### src/rtl/ysyx_22040895_mem_arbiter_pkg.sv
`default_nettype none
// ============================================================================
// Module   : ysyx_22040895_mem_arbiter_pkg
// Brief    : State/owner encodings and the fair-pick helper for the IF/LS
//            memory arbiter.
// Revision : 1.0 - initial release
// ============================================================================
package ysyx_22040895_mem_arbiter_pkg;

    typedef enum logic [1:0] {
        ARB_IDLE = 2'd0,
        ARB_REQ  = 2'd1,
        ARB_WAIT = 2'd2
    } arb_state_e;

    localparam logic ARB_OWNER_IF = 1'b0;
    localparam logic ARB_OWNER_LS = 1'b1;

    // On a tie the side that did not own the port last time wins.
    function automatic logic arb_pick(input logic if_req,
                                      input logic ls_req,
                                      input logic last_owner);
        if (if_req && ls_req) begin
            return ~last_owner;
        end else if (ls_req) begin
            return ARB_OWNER_LS;
        end else begin
            return ARB_OWNER_IF;
        end
    endfunction

endpackage
`default_nettype wire

### src/rtl/ysyx_22040895_arb_timer.sv
`default_nettype none
// ============================================================================
// Module   : ysyx_22040895_arb_timer
// Brief    : Saturating transaction watchdog; only built when
//            YSYX_22040895_ARB_TIMEOUT_EN is defined.
// Revision : 1.0 - initial release
// ============================================================================
`ifdef YSYX_22040895_ARB_TIMEOUT_EN
module ysyx_22040895_arb_timer #(
    parameter int LIMIT = 255
) (
    input  logic clk,
    input  logic rst,
    input  logic clear,
    input  logic enable,
    output logic expired
);

    localparam int                 c_cnt_w = $clog2(LIMIT + 1);
    localparam logic [c_cnt_w-1:0] c_limit = c_cnt_w'(LIMIT);
    localparam logic [c_cnt_w-1:0] c_one   = c_cnt_w'(1);

    logic [c_cnt_w-1:0] r_count;

    always_ff @(posedge clk or negedge rst) begin
        if (!rst) begin
            r_count <= '0;
        end else if (clear) begin
            r_count <= '0;
        end else if (enable && !expired) begin
            r_count <= r_count + c_one;
        end
    end

    assign expired = (r_count == c_limit);

endmodule
`endif
`default_nettype wire

### src/rtl/ysyx_22040895_mem_arbiter.sv
`default_nettype none
// ============================================================================
// Module   : ysyx_22040895_mem_arbiter
// Brief    : Shares one memory port between IF and LS, one transaction at a
//            time, alternating on ties. Watchdog: YSYX_22040895_ARB_TIMEOUT_EN.
// Revision : 1.0 - initial release
// ============================================================================
module ysyx_22040895_mem_arbiter
    import ysyx_22040895_mem_arbiter_pkg::*;
#(
    parameter int ADDR_W      = 64,
    parameter int DATA_W      = 64,
    parameter int TIMEOUT_CYC = 255
) (
    input  logic                clk,
    input  logic                rst,
    input  logic                if_req_i,
    input  logic [ADDR_W-1:0]   if_addr_i,
    output logic                if_gnt_o,
    output logic                if_rvalid_o,
    output logic [DATA_W-1:0]   if_rdata_o,
    output logic                if_err_o,
    input  logic                ls_req_i,
    input  logic                ls_we_i,
    input  logic [ADDR_W-1:0]   ls_addr_i,
    input  logic [DATA_W-1:0]   ls_wdata_i,
    input  logic [DATA_W/8-1:0] ls_wmask_i,
    output logic                ls_gnt_o,
    output logic                ls_rvalid_o,
    output logic [DATA_W-1:0]   ls_rdata_o,
    output logic                ls_err_o,
    output logic                mem_req_o,
    output logic                mem_we_o,
    output logic [ADDR_W-1:0]   mem_addr_o,
    output logic [DATA_W-1:0]   mem_wdata_o,
    output logic [DATA_W/8-1:0] mem_wmask_o,
    input  logic                mem_gnt_i,
    input  logic                mem_rvalid_i,
    input  logic [DATA_W-1:0]   mem_rdata_i,
    output logic                busy_o,
    output logic                owner_o
);

    arb_state_e          r_state;
    arb_state_e          w_state_next;
    logic                r_owner;
    logic                r_we;
    logic [ADDR_W-1:0]   r_addr;
    logic [DATA_W-1:0]   r_wdata;
    logic [DATA_W/8-1:0] r_wmask;

    logic w_any_req;
    logic w_winner;
    logic w_accept;
    logic w_active;
    logic w_timeout;
    logic w_resp_mem;
    logic w_resp_to;
    logic w_resp;

    assign w_any_req = if_req_i | ls_req_i;
    assign w_winner  = arb_pick(if_req_i, ls_req_i, r_owner);
    // Gated by rst so grants stay low while reset is held.
    assign w_accept  = rst & (r_state == ARB_IDLE) & w_any_req;
    assign w_active  = (r_state == ARB_REQ) | (r_state == ARB_WAIT);

`ifdef YSYX_22040895_ARB_TIMEOUT_EN
    ysyx_22040895_arb_timer #(
        .LIMIT (TIMEOUT_CYC)
    ) u_timer (
        .clk     (clk),
        .rst     (rst),
        .clear   (w_accept),
        .enable  (w_active),
        .expired (w_timeout)
    );
`else
    assign w_timeout = 1'b0;
    if (TIMEOUT_CYC < 1) begin : g_timeout_cfg_unused
    end
`endif

    // A genuine response in the same cycle as expiry is delivered normally.
    assign w_resp_mem = (r_state == ARB_WAIT) & mem_rvalid_i;
    assign w_resp_to  = w_active & w_timeout & ~w_resp_mem;
    assign w_resp     = w_resp_mem | w_resp_to;

    always_ff @(posedge clk or negedge rst) begin
        if (!rst) begin
            r_state <= ARB_IDLE;
            r_owner <= ARB_OWNER_IF;
            r_we    <= 1'b0;
            r_addr  <= '0;
            r_wdata <= '0;
            r_wmask <= '0;
        end else begin
            r_state <= w_state_next;
            if (w_accept) begin
                r_owner <= w_winner;
                if (w_winner == ARB_OWNER_LS) begin
                    r_we    <= ls_we_i;
                    r_addr  <= ls_addr_i;
                    r_wdata <= ls_wdata_i;
                    r_wmask <= ls_wmask_i;
                end else begin
                    r_we    <= 1'b0;
                    r_addr  <= if_addr_i;
                    r_wdata <= '0;
                    r_wmask <= '1;
                end
            end
        end
    end

    always_comb begin
        w_state_next = r_state;
        if_gnt_o     = 1'b0;
        ls_gnt_o     = 1'b0;
        if_rvalid_o  = 1'b0;
        ls_rvalid_o  = 1'b0;
        if_rdata_o   = '0;
        ls_rdata_o   = '0;
        if_err_o     = 1'b0;
        ls_err_o     = 1'b0;

        case (r_state)
            ARB_IDLE: begin
                if (w_accept) begin
                    w_state_next = ARB_REQ;
                end
            end
            ARB_REQ: begin
                if (w_resp_to) begin
                    w_state_next = ARB_IDLE;
                end else if (mem_gnt_i) begin
                    w_state_next = ARB_WAIT;
                end
            end
            ARB_WAIT: begin
                if (w_resp) begin
                    w_state_next = ARB_IDLE;
                end
            end
            default: begin
                w_state_next = ARB_IDLE;
            end
        endcase

        if_gnt_o = w_accept & (w_winner == ARB_OWNER_IF);
        ls_gnt_o = w_accept & (w_winner == ARB_OWNER_LS);

        if (w_resp) begin
            if (r_owner == ARB_OWNER_LS) begin
                ls_rvalid_o = 1'b1;
                ls_err_o    = w_resp_to;
                if (w_resp_mem && !r_we) begin
                    ls_rdata_o = mem_rdata_i;
                end
            end else begin
                if_rvalid_o = 1'b1;
                if_err_o    = w_resp_to;
                if (w_resp_mem) begin
                    if_rdata_o = mem_rdata_i;
                end
            end
        end
    end

    assign mem_req_o   = (r_state == ARB_REQ);
    assign mem_we_o    = r_we;
    assign mem_addr_o  = r_addr;
    assign mem_wdata_o = r_wdata;
    assign mem_wmask_o = r_wmask;
    assign busy_o      = (r_state != ARB_IDLE);
    assign owner_o     = r_owner;

endmodule
`default_nettype wire

### config.mk
export PLATFORM = sky130hd
export DESIGN_NAME = ysyx_22040895_mem_arbiter
export DESIGN_NICKNAME = d
export VERILOG_FILES = /design/src/rtl/ysyx_22040895_mem_arbiter_pkg.sv /design/src/rtl/ysyx_22040895_arb_timer.sv /design/src/rtl/ysyx_22040895_mem_arbiter.sv
export SDC_FILE = /design/constraint.sdc
export NUM_CORES = 1
export LEC_CHECK = 0
export BUFFER_PORTS_ARGS = -buffer_cell sky130_fd_sc_hd__buf_2
export CORE_AREA = 2 2 212 214
export CTS_BUF_LIST = sky130_fd_sc_hd__clkbuf_16
export DETAILED_ROUTE_END_ITERATION = 16
export DIE_AREA = 0 0 214 216
export GPL_TIMING_DRIVEN = 1
export PLACE_DENSITY = 0.42
export SYNTH_ARGS = -nofsm -noshare
export SYNTH_HDL_FRONTEND = slang
export SYNTH_SLANG_ARGS = --single-unit
### constraint.sdc
create_clock -name clk -period 3.46 [get_ports clk]
set_clock_uncertainty 0.05 [all_clocks]
set_input_delay 0.173 -clock clk [delete_from_list [all_inputs] [get_ports clk]]
set_output_delay 0.173 -clock clk [all_outputs]
set_load 0.005 [all_outputs]
==> flow_metrics.env, run 1 <==
export IMPL_status="finished, final reports clean"
export IMPL_setup_viol=0
export IMPL_routed_wl_um=32100
export IMPL_synth_seq_cells=140
export IMPL_synth_top_family_by_area="simple AND/OR/NAND/NOR gates"
export IMPL_max_freq_mhz=363
export IMPL_setup_worst_path_start="rst"
export IMPL_antenna_left=0
export IMPL_postCtsSetupBuffers=0
export IMPL_synthTopCellsByCount="dfrtp_1, and2_1, nand2_1"
export IMPL_async_reset_ff_share_pct=100
export IMPL_ys_types=31
export IMPL_clockPowerShare_pct=25.6
export IMPL_grtUsageTotal_pct=13.5
export IMPL_route_vias_total=7554
export IMPL_synth_xor_xnor_area_share_pct=0
export IMPL_crit_type="in -> out"
export IMPL_hold_class="in -> reg"
export IMPL_min_from="if_addr_i[61]"
export IMPL_internal_power_mw=4.55
export IMPL_worst_setup_path_start_kind="primary input"
export IMPL_wl_per_cell_um=17.0
export IMPL_netlist_instances=623
export IMPL_setup_slack_ps=703
export IMPL_area_growth_pct=77.1
export IMPL_grt_start_max_net_pins=88
export IMPL_postSynthAreaPerCell_sq_um=11.0
export IMPL_synth_largest_area_cell="dfrtp_1"
export IMPL_cts_sinks=140
export IMPL_port_buffers=542
export IMPL_drc=0
export IMPL_netSwitchingFraction_pct=33.7
export IMPL_report_final_slew_viol_count=0
export IMPL_final_hold_viol_count=0
export IMPL_die_area_sq_mm=0.0462
export IMPL_arrival_ps=2530
export IMPL_synth_simple_area_share_pct=24.5
export IMPL_first_pass_iters=4
export IMPL_synth_top_area_share_pct=51.1
export IMPL_slew_headroom_pct=34.8
export IMPL_routabilityCongestion=0.879
export IMPL_cts_made_buffers=17
export IMPL_tns_ps=0
export IMPL_insertion_delay_ps=460
export IMPL_layout_nets=1550
export IMPL_rsz0062_at_grt="no"
export IMPL_drv_cap=0
export IMPL_yosys_cell_count_top_type="dfrtp_1"
export IMPL_syn_area_sq_mm=0.00685
export IMPL_antenna_found_initial=4
export IMPL_worst_slew_pin_slew_ps=978
export IMPL_synth_area_top_cells="dfrtp_1, and2_1, a221o_1"
export IMPL_r2r_cells=6
export IMPL_end_kind="output pin"
export IMPL_ioPinCount=545
export IMPL_ys_warn_count=0
export IMPL_core_area_sq_mm=0.0438
export IMPL_grt_pass1_vias=7865
export IMPL_p_switching_mw=2.32
export IMPL_cts_htree_levels=4
export IMPL_dp_worst_setup_slack_ps=1160
export IMPL_power_density_mw_per_mm2=566
export IMPL_cp_max_fo=43
export IMPL_die_w_um=214
export IMPL_via_per_inst=4.01
export IMPL_ys_flop_type="dfrtp_1"
export IMPL_diodes=0
export IMPL_dp_hpwl_um=23200
export IMPL_worstReg2RegStart="r_state[0]$_DFFE_PN0P_"
export IMPL_synth_compound_area_share_pct=19.0
export IMPL_synth_adder_area_share_pct=0
export IMPL_start_util_pct=15.6
export IMPL_peakVddDrop_v=0.000243
export IMPL_die_h_um=216
export IMPL_grt_overflow_total=0
export IMPL_dr_first_iter_drc_count=353
export IMPL_synth_seq_area_share_pct=51.1
export IMPL_final_period_utilization_pct=79.7
export IMPL_synthMuxAreaShare_pct=0.164
export IMPL_min_period_ps=2760
export IMPL_power_frac_comb_pct=35.6
export IMPL_total_leakage_power_nw=6.34
export IMPL_rows=77
export IMPL_critPathRequiredTime_ps=3240
export IMPL_pwr_share_seq_pct=38.8
export IMPL_drive_gt1_share_pct=49.5
export IMPL_cts_root_buf="clkbuf_16"
export IMPL_clockBufferDepth=2
export IMPL_clkTransAtPathRegs_ps=60
export IMPL_grt_pass1_wl_um=48000
export IMPL_hold_depth=4
export IMPL_cts_tree="done"
export IMPL_synth_edff_count=0
## critical path: stages
cell           delay (ps)
dlygate4sd3_1         540
buf_6                 310
nor3b_2               380
nand3_2               290
inv_4                 130
buf_4                 430
buf_2                 210
## cell usage in the layout, fill, tap and decap left out, drive strengths merged, types with 2 or more instances in the layout
master         n
a221o         64
clkinvlp       6
dfrtp        140
nand2         66
nor3          64
and2         128
conb           2
nor3b          3
nor2           3
o22a           8
o21ai          3
inv            5
a22o          65
clkbuf        17
dlygate4sd3  142
buf          560
nor2b          3
clkinv         5
## metrics by stage
step	total power, mW	cell area, sq um	cells	hold slack [ps]	util [%]
floorplan	3.70	6850	624	-173	-
global placement	5.03	10200	1710	47.8	23.2
detailed placement	5.02	10200	1710	44.8	23.2
CTS	7.02	12100	1884	0.490	27.7
global route	7.32	12100	1884	40.4	27.7
finish	6.87	12100	1884	32.5	27.7
## flip-flops by register name, indices dropped and copies added (netlist names)
name,cells
mem_we_o,1
owner_o,1
mem_wdata_o,64
r_state,2
mem_wmask_o,8
mem_addr_o,64
## power by group through the flow
| stage | Clock, mW | Sequential [mW] | Combinational (mW) |
|---|---|---|---|
| finish | 1.76 | 2.67 | 2.44 |
| global route | 1.91 | 2.75 | 2.66 |
| CTS | 1.86 | 2.67 | 2.50 |
| detailed placement | 0 | 2.66 | 2.36 |
| global placement | 0 | 2.69 | 2.34 |
| floorplan | 0 | 2.69 | 1.01 |
## worst paths after layout
kind | end | slack [ps]
max in group asynchronous | mem_wdata_o[54]$_DFFE_PN0N_ | 1910
setup reg to reg | mem_addr_o[8]$_DFFE_PN0N_ | 920
setup / recovery | ls_gnt_o | 700
hold / removal | mem_addr_o[61]$_DFFE_PN0N_ | 30
hold reg to reg | mem_wdata_o[59]$_DFFE_PN0N_ | 440
min in group asynchronous | mem_wdata_o[33]$_DFFE_PN0N_ | 120
## final cells by class
| class | count | area (sq um) |
|---|---|---|
| Multi-Input combinational cell | 416 | 3030 |
| Inverter | 2 | 10.0 |
| Tap cell | 592 | 741 |
| Clock inverter | 15 | 126 |
| Timing Repair Buffer | 702 | 4300 |
| Sequential cell | 140 | 3500 |
| Fill cell | 4711 | 31700 |
| Clock buffer | 17 | 425 |
## cell families after synthesis
group	after synthesis
other cells	1
simple gates	272
buf+inv	68
compound gates	141
mux	1
flops	140
## per-layer routing
layer / GRT usage [%] / part of all wire [%] / wire length [um] / vias to the layer above
met5: 0 / 0.13 / 42 / -
li1: - / - / - / 3556
met4: 4.55 / 1.8 / 563 / 6
met1: 16.2 / 42 / 13400 / 3617
met3: 3.69 / 6.3 / 2010 / 33
met2: 23.4 / 50 / 16100 / 342
## timing repair
| action | CTS | global route |
|---|---|---|
| gates resized for setup | 0 | 0 |
| hold buffers | 142 | 0 |
| endpoints found under the hold margin | 166 | 0 |
No activity file was read; power rests on OpenSTA's default activity.
==> inputs of run 2 (changes only) <==
Settings changed: ABC_AREA set to 1, PLACE_DENSITY 0.42 to 0.45.
Clock period 3.46 ns to 2.25 ns, I/O delays scaled along.
==> run 2 against run 1 <==
Hold slack improved by 28 ps. Via count rose by 28%. Sequential power rose by 61%. Die area did not move. Sequential cell count did not move. First-iteration DRC count rose by 61%. Clock-buffer cell count did not move. Power rose by 81%. Critical path type is now reg -> reg.
==> flow_metrics.env, run 2 <==
export IMPL_status="finished, final reports clean"
export IMPL_synth_area_top_cells="dfrtp_1, nand2_1, nor2_1"
export IMPL_synthTopCellsByCount="nand2_1, nor2_1, inv_1"
export IMPL_cp_max_fo=15
export IMPL_setup_slack_ps=171
export IMPL_via_per_inst=3.85
export IMPL_port_buffers=542
export IMPL_drv_cap=0
export IMPL_total_leakage_power_nw=8.58
export IMPL_final_cell_mix="nand2_1, buf_2, dlygate4sd3_1, nor2_1, inv_1"
export IMPL_cts_sinks=140
export IMPL_area_growth_pct=79.5
export IMPL_final_hold_viol_count=0
export IMPL_cts_root_buf="clkbuf_16"
export IMPL_syn_area_sq_mm=0.00764
export IMPL_rows=77
export IMPL_wl_per_cell_um=13.9
export IMPL_cp_slowest_cell="dlygate4sd3_1"
export IMPL_antenna_found_initial=4
export IMPL_synth_seq_area_share_pct=45.8
export IMPL_ys_flop_type="dfrtp_1"
export IMPL_rrSetupSlack_ps=170
export IMPL_ioPinCount=545
export IMPL_netlist_instances=1185
export IMPL_cts_tree="done"
export IMPL_critPathRequiredTime_ps=2520
export IMPL_insertion_delay_ps=430
export IMPL_async_reset_ff_share_pct=100
export IMPL_ys_types=16
export IMPL_end_kind="flop"
export IMPL_arrival_ps=2350
export IMPL_tns_ps=0
export IMPL_setup_viol=0
export IMPL_drc=0
export IMPL_min_period_ps=2080
export IMPL_postSynthAreaPerCell_sq_um=6.45
export IMPL_core_area_sq_mm=0.0438
export IMPL_crit_chain="nand2_4 -> nand2_8 -> buf_4 -> buf_4 -> nand2_1 -> nand2_1 -> dlygate4sd3_1 -> nand2_1 -> nand2_1"
export IMPL_synth_seq_cells=140
export IMPL_routabilityCongestion=0.930
export IMPL_dp_hpwl_um=24300
export IMPL_synth_edff_count=0
export IMPL_rsz0062_at_grt="no"
export IMPL_first_pass_iters=5
export IMPL_grtUsageTotal_pct=14.4
export IMPL_clkTransAtPathRegs_ps=70
export IMPL_die_h_um=216
export IMPL_worst_path_most_repeated_cell="nand2_1"
export IMPL_r2r_cells=9
export IMPL_worst_slew_pin_slew_ps=775
export IMPL_ys_warn_count=0
export IMPL_grt_pass1_vias=9454
export IMPL_report_final_slew_viol_count=0
export IMPL_dr_first_iter_drc_count=568
export IMPL_routed_wl_um=35000
export IMPL_final_period_utilization_pct=92.4
export IMPL_drive_gt1_share_pct=31.5
export IMPL_dp_worst_setup_slack_ps=560
export IMPL_hold_class="in -> async"
export IMPL_grt_pass1_wl_um=52500
export IMPL_worstReg2RegStart="owner_o$_DFFE_PN0N_"
export IMPL_final_common_cell="nand2_1"
export IMPL_worstReg2RegEnd="mem_addr_o[30]$_DFFE_PN0N_"
export IMPL_max_freq_mhz=481
export IMPL_slew_headroom_pct=48.3
export IMPL_grt_overflow_total=0
export IMPL_peakVddDrop_v=0.000423
export IMPL_synth_top_area_share_pct=45.8
export IMPL_die_area_sq_mm=0.0462
export IMPL_yosys_cell_count_top_type="nand2_1"
export IMPL_route_vias_total=9674
export IMPL_cts_made_buffers=17
export IMPL_crit_type="reg -> reg"
export IMPL_clockBufferDepth=2
export IMPL_start_util_pct=17.4
export IMPL_synth_largest_area_cell="dfrtp_1"
export IMPL_layout_nets=2176
export IMPL_grt_start_max_net_pins=128
export IMPL_die_w_um=214
export IMPL_slowest_delay_ps=560
export IMPL_cts_htree_levels=4
export IMPL_worst_setup_path_start_kind="flop"
export IMPL_power_density_mw_per_mm2=904
export IMPL_antenna_left=0
==> run 2: cell type report <==
type	instances	area, sq um
clock buffers	17	425
multi-input cells	827	3240
diodes	3	7.51
repair buffers	772	5080
flip-flops and latches	140	3500
fillers	4730	30100
well taps	592	741
clock inverters	15	173
inverters	147	552
==> run 2: cells by family (layout without fill, tap and decap cells) <==
kind of cell | count (synthesis) | count (layout) | share of synthesized area (%)
buf+inv | 220 | 951 | 12.4
flops | 140 | 140 | 45.8
compound gates | 2 | 2 | 0.164
other cells | 1 | 5 | 0.0491
simple gates | 822 | 823 | 41.6
==> run 2: what timing repair did <==
item | 4_1_cts | 5_1_grt
gates resized for setup | 0 | 7
buffers inserted | 0 | 5
hold buffers | 204 | 0
endpoints found under the setup margin | 0 | 66
hold endpoints to repair | 279 | 0
==> run 2: worst max-delay path by stage <==
stage                           startpoint                     endpoint  cells after the start
floorplan           r_state[0]$_DFFE_PN0P_               ls_rdata_o[10]                      6
detailed placement  r_state[0]$_DFFE_PN0P_  mem_wdata_o[63]$_DFFE_PN0N_                      6
global route                           rst   mem_addr_o[47]$_DFFE_PN0N_                      9
CTS                    owner_o$_DFFE_PN0N_   mem_addr_o[47]$_DFFE_PN0N_                      7
global placement    r_state[0]$_DFFE_PN0P_  mem_wdata_o[63]$_DFFE_PN0N_                      6
finish                 owner_o$_DFFE_PN0N_   mem_addr_o[30]$_DFFE_PN0N_                      9
==> run 2: power by group <==
group / switching (mW) / internal, mW
Combinational: 2.78 / 2.33
Sequential: 0.628 / 3.68
Clock: 1.24 / 1.75
==> run 2: per-layer routing <==
layer	global-route usage [%]	part of all wire [%]
met1	17.6	43
met2	24.3	48
met3	4.28	6.8
met4	4.55	1.8
met5	0	0.037
==> run 2: critical path: cells and delay by family (launching register included) <==
family / cells / cell delay [ps]
simple gates: 6 / 550
buf+inv: 3 / 900
flops: 1 / 450
==> run 2: per-stage QoR <==
step	instances	power [mW]	cell area (sq um)	hold WS [ps]	utilization, %
6_report	2513	12.4	13700	60.1	31.3
5_1_grt	2511	13.4	13700	68.2	31.3
4_1_cts	2503	12.6	13600	52.0	31.1
3_5_place_dp	2267	8.95	11000	-77.5	25.0
3_3_place_gp	2267	8.94	11000	-83.4	25.0
2_1_floorplan	1186	6.46	7650	-233	-
==> inputs of run 3 (changes only) <==
Settings changed: ABC_AREA 1 to 0, PLACE_DENSITY 0.45 to 0.43.
==> run 3 against run 2 <==
Die area stayed put. Clock-buffer cell count unchanged. Critical endpoint is now mem_addr_o[29]$_DFFE_PN0N_. Sequential cell count stayed put. Global-route usage is 1.3 points lower. Via count is 20% lower.
==> flow_metrics.env, run 3 (synthesis results as in run 1) <==
export IMPL_critPathRequiredTime_ps=2520
export IMPL_clkTransAtPathRegs_ps=60
export IMPL_hold_depth=4
export IMPL_routabilityCongestion=0.908
export IMPL_layout_nets=1609
export IMPL_routed_wl_um=32300
export IMPL_path_buf_inv=2
export IMPL_cts_sinks=140
export IMPL_grt_start_max_net_pins=95
export IMPL_hold_class="in -> reg"
export IMPL_area_growth_pct=89.3
export IMPL_cts_made_buffers=17
export IMPL_final_common_cell="buf_2"
export IMPL_end_kind="flop"
export IMPL_slew_headroom_pct=58.5
export IMPL_setup_slack_ps=109
export IMPL_total_leakage_power_nw=6.68
export IMPL_tns_ps=0
export IMPL_peakVddDrop_v=0.000453
export IMPL_stdcell_count=1944
export IMPL_setup_viol=0
export IMPL_max_freq_mhz=467
export IMPL_arrival_ps=2410
export IMPL_crit_type="reg -> reg"
export IMPL_grtUsageTotal_pct=13.1
export IMPL_core_area_sq_mm=0.0438
export IMPL_die_w_um=214
export IMPL_antenna_found_initial=2
export IMPL_cts_htree_levels=4
export IMPL_via_per_inst=4.00
export IMPL_min_period_ps=2140
export IMPL_grt_pass1_wl_um=47100
export IMPL_drv_cap=0
export IMPL_cts_tree="done"
export IMPL_power_density_mw_per_mm2=846
export IMPL_fillers=4591
export IMPL_crit_chain="nor3b_4 -> o21ai_4 -> clkbuf_16 -> a221o_1 -> dlygate4sd3_1"
export IMPL_slowest_delay_ps=550
export IMPL_report_final_slew_viol_count=0
export IMPL_grt_pass1_vias=8038
export IMPL_worst_slew_pin_slew_ps=622
export IMPL_power_total_mw=11.0
export IMPL_final_period_utilization_pct=95.2
export IMPL_seqCellArea_sq_mm=0.00351
export IMPL_rsz0062_at_grt="no"
export IMPL_r2r_cells=5
export IMPL_ioPinCount=545
export IMPL_drive_gt1_share_pct=47.8
export IMPL_crit_cells=5
export IMPL_critPathTopFamily="buffers and inverters"
export IMPL_worst_setup_path_start_kind="flop"
export IMPL_final_cell_mix="buf_2, dlygate4sd3_1, dfrtp_1, and2_1"
export IMPL_final_hold_viol_count=0
export IMPL_cts_root_buf="clkbuf_16"
export IMPL_dp_worst_setup_slack_ps=424
export IMPL_drc=0
export IMPL_cp_max_fo=24
export IMPL_multiInputGateArea_sq_mm=0.00305
export IMPL_die_area_sq_mm=0.0462
export IMPL_rows=77
export IMPL_start_util_pct=15.6
export IMPL_antenna_left=0
export IMPL_port_buffers=542
export IMPL_status="finished, final reports clean"
export IMPL_placed_cells=1708
export IMPL_dp_hpwl_um=22200
export IMPL_first_pass_iters=4
export IMPL_dr_first_iter_drc_count=424
export IMPL_route_vias_total=7781
export IMPL_clockBufferDepth=2
export IMPL_cp_slowest_cell="dlygate4sd3_1"
export IMPL_grt_overflow_total=0
export IMPL_insertion_delay_ps=440
export IMPL_wl_per_cell_um=16.6
export IMPL_die_h_um=216
export IMPL_hold_ws_ps=28.0
## run 3: cell count changes in the layout (fill, tap and decap cells not counted), moves of 4 or more
cell	delta
a221o_1	+64
a22o_1	+65
and2_1	+128
buf_12	+4
buf_4	-10
dlygate4sd3_1	-8
inv_1	-146
nand2_1	-488
nand3_1	-65
nor2_1	-195
nor3_1	+25
nor3_2	+39
o22a_1	+8
## run 3: per-layer routing
metal  share of wire (%)  wire [um]  GRT usage (%)
met1                  44      14200           16.7
met5               0.074         24              0
met3                 5.6       1800           3.09
met4                 2.6        829           5.48
met2                  48      15400           21.3
## run 3: worst reg2reg max path: cells and delay by family, from the launching register on
kind	cells	cell delay (ps)
AND/OR/NAND/NOR	1	300
AO/OA/AOI/OAI	2	440
buffers and inverters	2	760
flip-flops	1	450
## run 3: where the power goes
part	switching [mW]	leakage [nW]	total, mW	internal, mW
Combinational	1.82	4.63	3.96	2.14
Clock	1.09	0.291	2.89	1.81
Sequential	0.606	1.76	4.11	3.50
## run 3: path summary, 6_finish.rpt
path	start	end	slack [ps]
setup / recovery	r_state[1]$_DFFE_PN0P_	mem_addr_o[29]$_DFFE_PN0N_	110
hold / removal	if_addr_i[24]	mem_addr_o[24]$_DFFE_PN0N_	30
setup reg to reg	r_state[1]$_DFFE_PN0P_	mem_addr_o[29]$_DFFE_PN0N_	110
hold reg to reg	mem_wmask_o[0]$_DFFE_PN0N_	mem_wmask_o[0]$_DFFE_PN0N_	440
max in group asynchronous	rst	mem_wmask_o[3]$_DFFE_PN0N_	860
min in group asynchronous	rst	owner_o$_DFFE_PN0N_	280
## run 3: final cells by class
class                           instances  area share, %
Antenna cell                            3         0.0579
Clock buffer                           17           3.28
Clock inverter                         13           1.22
Inverter                                2          0.154
Multi-Input combinational cell        416           23.5
Sequential cell                       140           27.0
Tap cell                              592           5.71
Timing Repair Buffer                  761           39.1
## run 3: per-stage QoR
step / cell area, sq um / util (%)
2_1_floorplan: 6850 / -
3_3_place_gp: 10300 / 23.4
3_5_place_dp: 10300 / 23.4
4_1_cts: 12800 / 29.2
5_1_grt: 13000 / 29.6
6_report: 13000 / 29.6
## run 3: what timing repair did
action,in CTS,in global routing
gates resized for setup,3,12
endpoints found under the setup margin,1,65
pin swaps,0,1
endpoints found under the hold margin,233,0
gates cloned,0,5
hold buffers,196,0
setup buffers,0,2
